===== src/rtl/ysyx_22050019_ifu.sv =====
// Instruction fetch unit: PC owner, single-outstanding I-mem request, IDU handshake.
// Optional misaligned-redirect trap is built when YSYX_22050019_IFU_ALIGN_CHECK_EN is defined.
module ysyx_22050019_ifu #(
  parameter logic [63:0] RESET_PC = 64'h8000_0000
) (
  input  logic        clk,
  input  logic        rst_n,
  output logic        req_valid,
  input  logic        req_ready,
  output logic [63:0] req_addr,
  input  logic        rsp_valid,
  input  logic [63:0] rsp_data,
  output logic        inst_valid,
  input  logic        inst_ready,
  output logic [31:0] inst_o,
  output logic [63:0] inst_addr_pc_o,
  input  logic        inst_j,
  input  logic [63:0] snpc,
  output logic        fetch_err,
  output logic [63:0] inst_cnt
);

  localparam int unsigned XLEN = 64;
  localparam int unsigned ILEN = 32;
  localparam logic [ILEN-1:0] NOP = 32'h0000_0013;

  typedef enum logic [2:0] {
    IDLE = 3'd0,
    REQ  = 3'd1,
    WAIT = 3'd2,
    HOLD = 3'd3
`ifdef YSYX_22050019_IFU_ALIGN_CHECK_EN
    , ERR = 3'd4
`endif
  } state_t;

  state_t          state, state_nxt;
  logic [XLEN-1:0] pc, pc_nxt;
  logic [ILEN-1:0] inst_nxt;
  logic [XLEN-1:0] cnt_nxt;
  logic            hs_c;
  logic            bad_target_c;

  assign hs_c           = (state == HOLD) && inst_ready;
  assign bad_target_c   = inst_j && (snpc[1:0] != 2'b00);
  assign req_addr       = {pc[XLEN-1:3], 3'b000};
  assign inst_addr_pc_o = pc;

  // State register plus registered handshake flags and datapath
  always_ff @(posedge clk or negedge rst_n) begin
    if (!rst_n) begin
      state      <= IDLE;
      pc         <= RESET_PC;
      inst_o     <= NOP;
      inst_cnt   <= '0;
      req_valid  <= 1'b0;
      inst_valid <= 1'b0;
    end else begin
      state      <= state_nxt;
      pc         <= pc_nxt;
      inst_o     <= inst_nxt;
      inst_cnt   <= cnt_nxt;
      req_valid  <= (state_nxt == REQ);
      inst_valid <= (state_nxt == HOLD);
    end
  end

  // Next-state logic
  always_comb begin
    state_nxt = state;
    case (state)
      IDLE: state_nxt = REQ;
      REQ:  if (req_ready) state_nxt = WAIT;
      WAIT: if (rsp_valid) state_nxt = HOLD;
      HOLD: begin
        if (inst_ready) begin
`ifdef YSYX_22050019_IFU_ALIGN_CHECK_EN
          state_nxt = bad_target_c ? ERR : REQ;
`else
          state_nxt = REQ;
`endif
        end
      end
`ifdef YSYX_22050019_IFU_ALIGN_CHECK_EN
      ERR:  state_nxt = ERR;
`endif
      default: state_nxt = IDLE;
    endcase
  end

  // Datapath next values: word select on response, PC/count update on IDU handshake
  always_comb begin
    pc_nxt   = pc;
    inst_nxt = inst_o;
    cnt_nxt  = inst_cnt;
    if ((state == WAIT) && rsp_valid)
      inst_nxt = pc[2] ? rsp_data[63:32] : rsp_data[31:0];
    if (hs_c) begin
      cnt_nxt = inst_cnt + 64'd1;
      if (inst_j) begin
`ifdef YSYX_22050019_IFU_ALIGN_CHECK_EN
        pc_nxt = snpc;
`else
        pc_nxt = snpc & ~64'd3;
`endif
      end else begin
        pc_nxt = pc + 64'd4;
      end
    end
  end

`ifdef YSYX_22050019_IFU_ALIGN_CHECK_EN
  logic err_q;

  // Sticky error flag, set on the handshake that redirects to a misaligned target
  always_ff @(posedge clk or negedge rst_n) begin
    if (!rst_n)                     err_q <= 1'b0;
    else if (hs_c && bad_target_c)  err_q <= 1'b1;
  end

  assign fetch_err = err_q;
`else
  logic unused_c;
  assign unused_c  = bad_target_c;
  assign fetch_err = 1'b0;
`endif

endmodule


===== config.mk =====
export PLATFORM = sky130hd
export DESIGN_NAME = ysyx_22050019_ifu
export DESIGN_NICKNAME = d
export VERILOG_FILES = /design/src/rtl/ysyx_22050019_ifu.sv
export SDC_FILE = /design/constraint.sdc
export NUM_CORES = 1
export LEC_CHECK = 0
export ABC_CLOCK_PERIOD_IN_PS = 2600
export BUFFER_PORTS_ARGS = -buffer_cell sky130_fd_sc_hd__buf_4
export CAP_MARGIN = 15
export CORE_MARGIN = 8
export CORE_UTILIZATION = 41
export CTS_CLUSTER_DIAMETER = 30
export CTS_CLUSTER_SIZE = 28
export DETAILED_ROUTE_END_ITERATION = 10
export PLACE_DENSITY = 0.68
export REMOVE_ABC_BUFFERS = 1
export SLEW_MARGIN = 10
export SYNTH_ARGS = -nofsm -noshare
export SYNTH_HDL_FRONTEND = slang
export SYNTH_SLANG_ARGS = --single-unit

===== constraint.sdc =====
create_clock -name clk -period 2.6 [get_ports clk]
set_clock_uncertainty 0.05 [all_clocks]
set_input_delay 0.13 -clock clk [delete_from_list [all_inputs] [get_ports clk]]
set_output_delay 0.13 -clock clk [all_outputs]
set_load 0.1 [all_outputs]

# ---- Word level (Yosys, flattened, before mapping)
# Index checks and enable logic that the tools add are counted.
dict set report totals {
  ff_bits 165
  input_bits 134
  wordCells 22
}
dict set report op_classes {
  addsub 2
  n_eq_ne 5
  muxes 6
  n_reduce_logical 3
}
# op n
set ops {}
lappend ops {{adder 64 x 1 -> 64 bit (second input constant)} 1}
lappend ops {{adder 64 x 3 -> 64 bit (second input constant)} 1}
lappend ops {{2-to-1 mux 64 bit} 1}
lappend ops {{2-to-1 mux 32 bit} 1}
lappend ops {{case mux 3 bit (4 select lines)} 1}
lappend ops {{== test 3 x 2 -> 1 bit (second input constant)} 3}
lappend ops {{2-to-1 mux 3 bit} 3}
lappend ops {{== test 3 x 1 -> 1 bit (second input constant)} 2}
lappend ops {{zero test 3 bit} 1}
lappend ops {{logical AND 1 bit} 2}

# ---- Logic depth before layout (Yosys ltp)
dict set report logic_depth {
  ltp_word 3
  mapped_depth 9
}

# ---- Least setup slack after synthesis
# No wires, ideal clock.
dict set report synth_path {
  path_kind {register to register}
  from {reg pc[3] (netlist: inst_addr_pc_o[3])}
  to {reg pc[54] (netlist: inst_addr_pc_o[54])}
  setup_ns 0.072
  arrival_ns 3.167
  required_ns 2.478
  setup_slack_ns -0.689
  stages_incl_launch_ff 9
  synth_period_minus_slack_ns 3.289
  path_cell_list {dfrtp_1 > ha_1 > nand3_1 > or4_1 > buf_2 > or4_1 > buf_2 > or4_1 > nand3_1}
}
dict set report synth_via {
  elab_chain_cells 2
}
# element line
set synth_lines {}
lappend synth_lines {{start: declaration} 38} ;# logic [XLEN-1:0] pc, pc_nxt;
lappend synth_lines {{start signal: assignment} 60} ;# pc <= pc_nxt;
lappend synth_lines {{adder 64 x 3 -> 64 bit} 107} ;# pc_nxt = pc + 64'd4;
lappend synth_lines {{2-to-1 mux 64 bit} 100} ;# if (inst_j) begin
# No other way between the ends.
# A chain may end at the register's enable or synchronous reset.

# ---- Final worst setup path
dict set report layout_path {
  from {reg pc[2] (netlist: inst_addr_pc_o[2])}
  to {reg pc[54] (netlist: inst_addr_pc_o[54])}
}
# Same word-level chain as after synthesis.

==> results.sh <==
export IMPL_clockBufferDepth=2
export IMPL_crit_chain="ha_1 > nand3_1 > or4_1 > or4_1 > or4_1 > nand3_1"
export IMPL_synth_compound_area_share_pct=13.87
export IMPL_hold_violations=0
export IMPL_clkSlewWorstSetupHoldPaths_ns=0.07
export IMPL_synthMuxAreaShare_pct=3.889
export IMPL_synth_area_um2=9266
export IMPL_ios=361
export IMPL_peakVddDrop_mv=0.7792
export IMPL_synth_top_family_by_area="simple AND/OR/NAND/NOR gates"
export IMPL_status="finished, final reports clean"
export IMPL_hold_path_class="in2reg"
export IMPL_grt_pass1_vias=9663
export IMPL_final_cells=1724
export IMPL_grt_pass1_wl_mm=52.08
export IMPL_cts_num_sinks=163
export IMPL_synth_fa_ha_area_share_pct=0.2701
export IMPL_core_area_um2=22430
export IMPL_grt_usage_pct=22.92
export IMPL_avgSynthCellArea_um2=9.138
export IMPL_start_util_pct=41.31
export IMPL_firstDrtPassIters=5
export IMPL_place_congestion=0.8821
export IMPL_drt_initial_drc_count=757
export IMPL_p_total_mw=10.83
export IMPL_p_leak_nw=6.227
export IMPL_die_area_um2=27670
export IMPL_dpl_cell_count=1593
export IMPL_rsz0062_at_grt="false"
export IMPL_num_vias=9415
export IMPL_dp_hpwl_mm=23.15
export IMPL_synth_edf_count=0
export IMPL_tritoncts="done"
export IMPL_crit_path_top_delay_cell="or4_1"
export IMPL_worstPathArrival_ns=2.85
export IMPL_synthXorXnorAreaFrac_pct=5.955
export IMPL_drc=0
export IMPL_yosys_area_share_simple_pct=23.39
export IMPL_overflow=0
export IMPL_pwr_density_cell_nw_per_um2=792.7
export IMPL_numCtsBuffers=17
export IMPL_fmax_mhz=394.7
export IMPL_io_buffers=352
export IMPL_yosys_most_used_dff="dfrtp_1"
export IMPL_setup_tns_ns=0
export IMPL_hold_ws_ns=0.002909
export IMPL_synthArstFlopShare_pct=100.0
export IMPL_vias_per_cell=5.461
export IMPL_htreeDepth=4
export IMPL_cp_max_fo=7
export IMPL_ys_seq_area_share_pct=44.07
export IMPL_die_x_um=166.3
export IMPL_critPathRequiredTime_ns=2.92
export IMPL_maxCapViolations=0
export IMPL_critPathLaunchType="flop"
export IMPL_ys_types=60
export IMPL_drv_slew=0
export IMPL_rows=55
export IMPL_drive_gt1_share_pct=32.43
export IMPL_setup_worst_path_class="reg2reg"
export IMPL_tightest_slew_ns=0.7011
export IMPL_insertion_delay_ns=0.43
export IMPL_wl_mm=32.56
export IMPL_synth_cells=1014
export IMPL_final_setup_viol_count=0
export IMPL_period_minus_slack_ns=2.534
export IMPL_antenna_found_initial=2
export IMPL_cts_root_buf="clkbuf_16"
export IMPL_die_h_um=166.3
export IMPL_end_kind="flop"
export IMPL_cts_resized_gates=0
export IMPL_fin_crit_sh_pct=97.45
export IMPL_path_common_cell="or4_1"
export IMPL_synth_seq_cells=163
export IMPL_detail_route_antenna_nets=0
export IMPL_fin_nets=1560
export IMPL_final_util_pct=60.91
export IMPL_syn2layout_area_growth_pct=47.46
export IMPL_max_stage_delay_ns=0.66
export IMPL_grt_max_degree=99
export IMPL_yosysWarnings=0
export IMPL_max_slew_margin_pct=52.83
export IMPL_wl_per_cell_um=18.89
synth_stat cells, types with 15 or more instances:
cell type    n  share of area (%)
clkbuf_1    45                1.8
a21oi_1     64                3.5
and3_1      37                2.5
xnor2_1     53                5.0
nand4_1     43                2.9
nand2_1     61                2.5
buf_4       67                5.4
mux2i_1     36                3.9
nor4_1      22                1.5
inv_1       16               0.65
nor3_1      32                1.7
and4_1      15                1.4
nor2_1      81                3.3
nand3_1     54                2.9
o21ai_0     45                2.4
dfrtp_1    159                 43
or3_1       18                1.2
logic make-up (layout without fill, tap and decap cells):
| group | Yosys count | in the layout |
|---|---|---|
| compound gates | 199 | 199 |
| other cells | 1 | 9 |
| mux | 36 | 36 |
| simple gates | 408 | 408 |
| fa+ha+maj | 2 | 2 |
| xor+xnor | 63 | 63 |
| buf+inv | 142 | 559 |
| flops | 163 | 163 |
cells in the final DEF (no fill, tap or decap), types with 16 or more instances in the layout:
cell type / n
buf_4: 410
dfrtp_1: 158
dlygate4sd3_1: 97
nor2_1: 79
a21oi_1: 64
nand2_1: 61
nand3_1: 54
xnor2_1: 53
o21ai_0: 45
nand4_1: 43
and3_1: 37
mux2i_1: 36
nor3_1: 32
nor4_1: 20
or3_1: 18
clkbuf_16: 17
inv_1: 16
worst max-delay path, delay by kind of cell, from the launching register on:
kind / cells / cell delay [ns]
adder cells (fa/ha/maj): 1 / 0.21
AND/OR/NAND/NOR: 5 / 1.84
flip-flops: 1 / 0.38
sequential cells by signal (all words and copies together) (netlist names):
register	cells
inst_valid	1
inst_cnt	64
state	3
inst_addr_pc_o	62
inst_o	32
req_valid	1
power by group:
group | internal (mW) | switching, mW | total [mW]
clock network | 1.29 | 1.22 | 2.51
registers | 2.86 | 0.259 | 3.12
logic | 1.21 | 3.99 | 5.20
layout make-up:
cell class                      count  area [um^2]
Tap cell                          285        356.6
Inverter                           16        60.06
Fill cell                        1896         8770
Clock inverter                     14        156.4
Sequential cell                   163         4085
Timing Repair Buffer              511         4120
Clock buffer                       18        429.2
Multi-Input combinational cell    715         4452
Antenna cell                        2        5.005
layer usage:
metal,up-vias,track usage [%],share of wire (%)
li1,4467,-,-
met1,4481,27.72,41
met2,418,37.82,48
met3,49,7.749,8.9
met4,0,7.638,2.1
met5,-,0,0
timing repair:
item,in CTS,in global routing
hold endpoints to repair,124,0
hold buffers,97,0
setup buffers,0,0
final timing paths:
path                                         from  slack [ns]            endpoint  cells after the start
worst min-delay path                 rsp_data[29]       0.003          inst_o[29]                      3
worst max register to register  inst_addr_pc_o[2]        0.07  inst_addr_pc_o[54]                      6
max in group asynchronous                   rst_n        1.46         inst_cnt[1]                      3
worst min register to register       inst_cnt[63]        0.44        inst_cnt[63]                      1
min in group asynchronous                   rst_n        0.20        inst_cnt[37]                      2
worst max-delay path            inst_addr_pc_o[2]        0.07  inst_addr_pc_o[54]                      6
stage by stage:
| step | cell area (um^2) | setup WS, ns |
|---|---|---|
| floorplan | 8559 | -2.124 |
| global placement | 12100 | 0.1178 |
| detailed placement | 12100 | 0.09946 |
| CTS | 13660 | 0.08399 |
| global route | 13660 | 0.01893 |
| finish | 13660 | 0.06639 |
No activity file was read; power rests on OpenSTA's default activity.
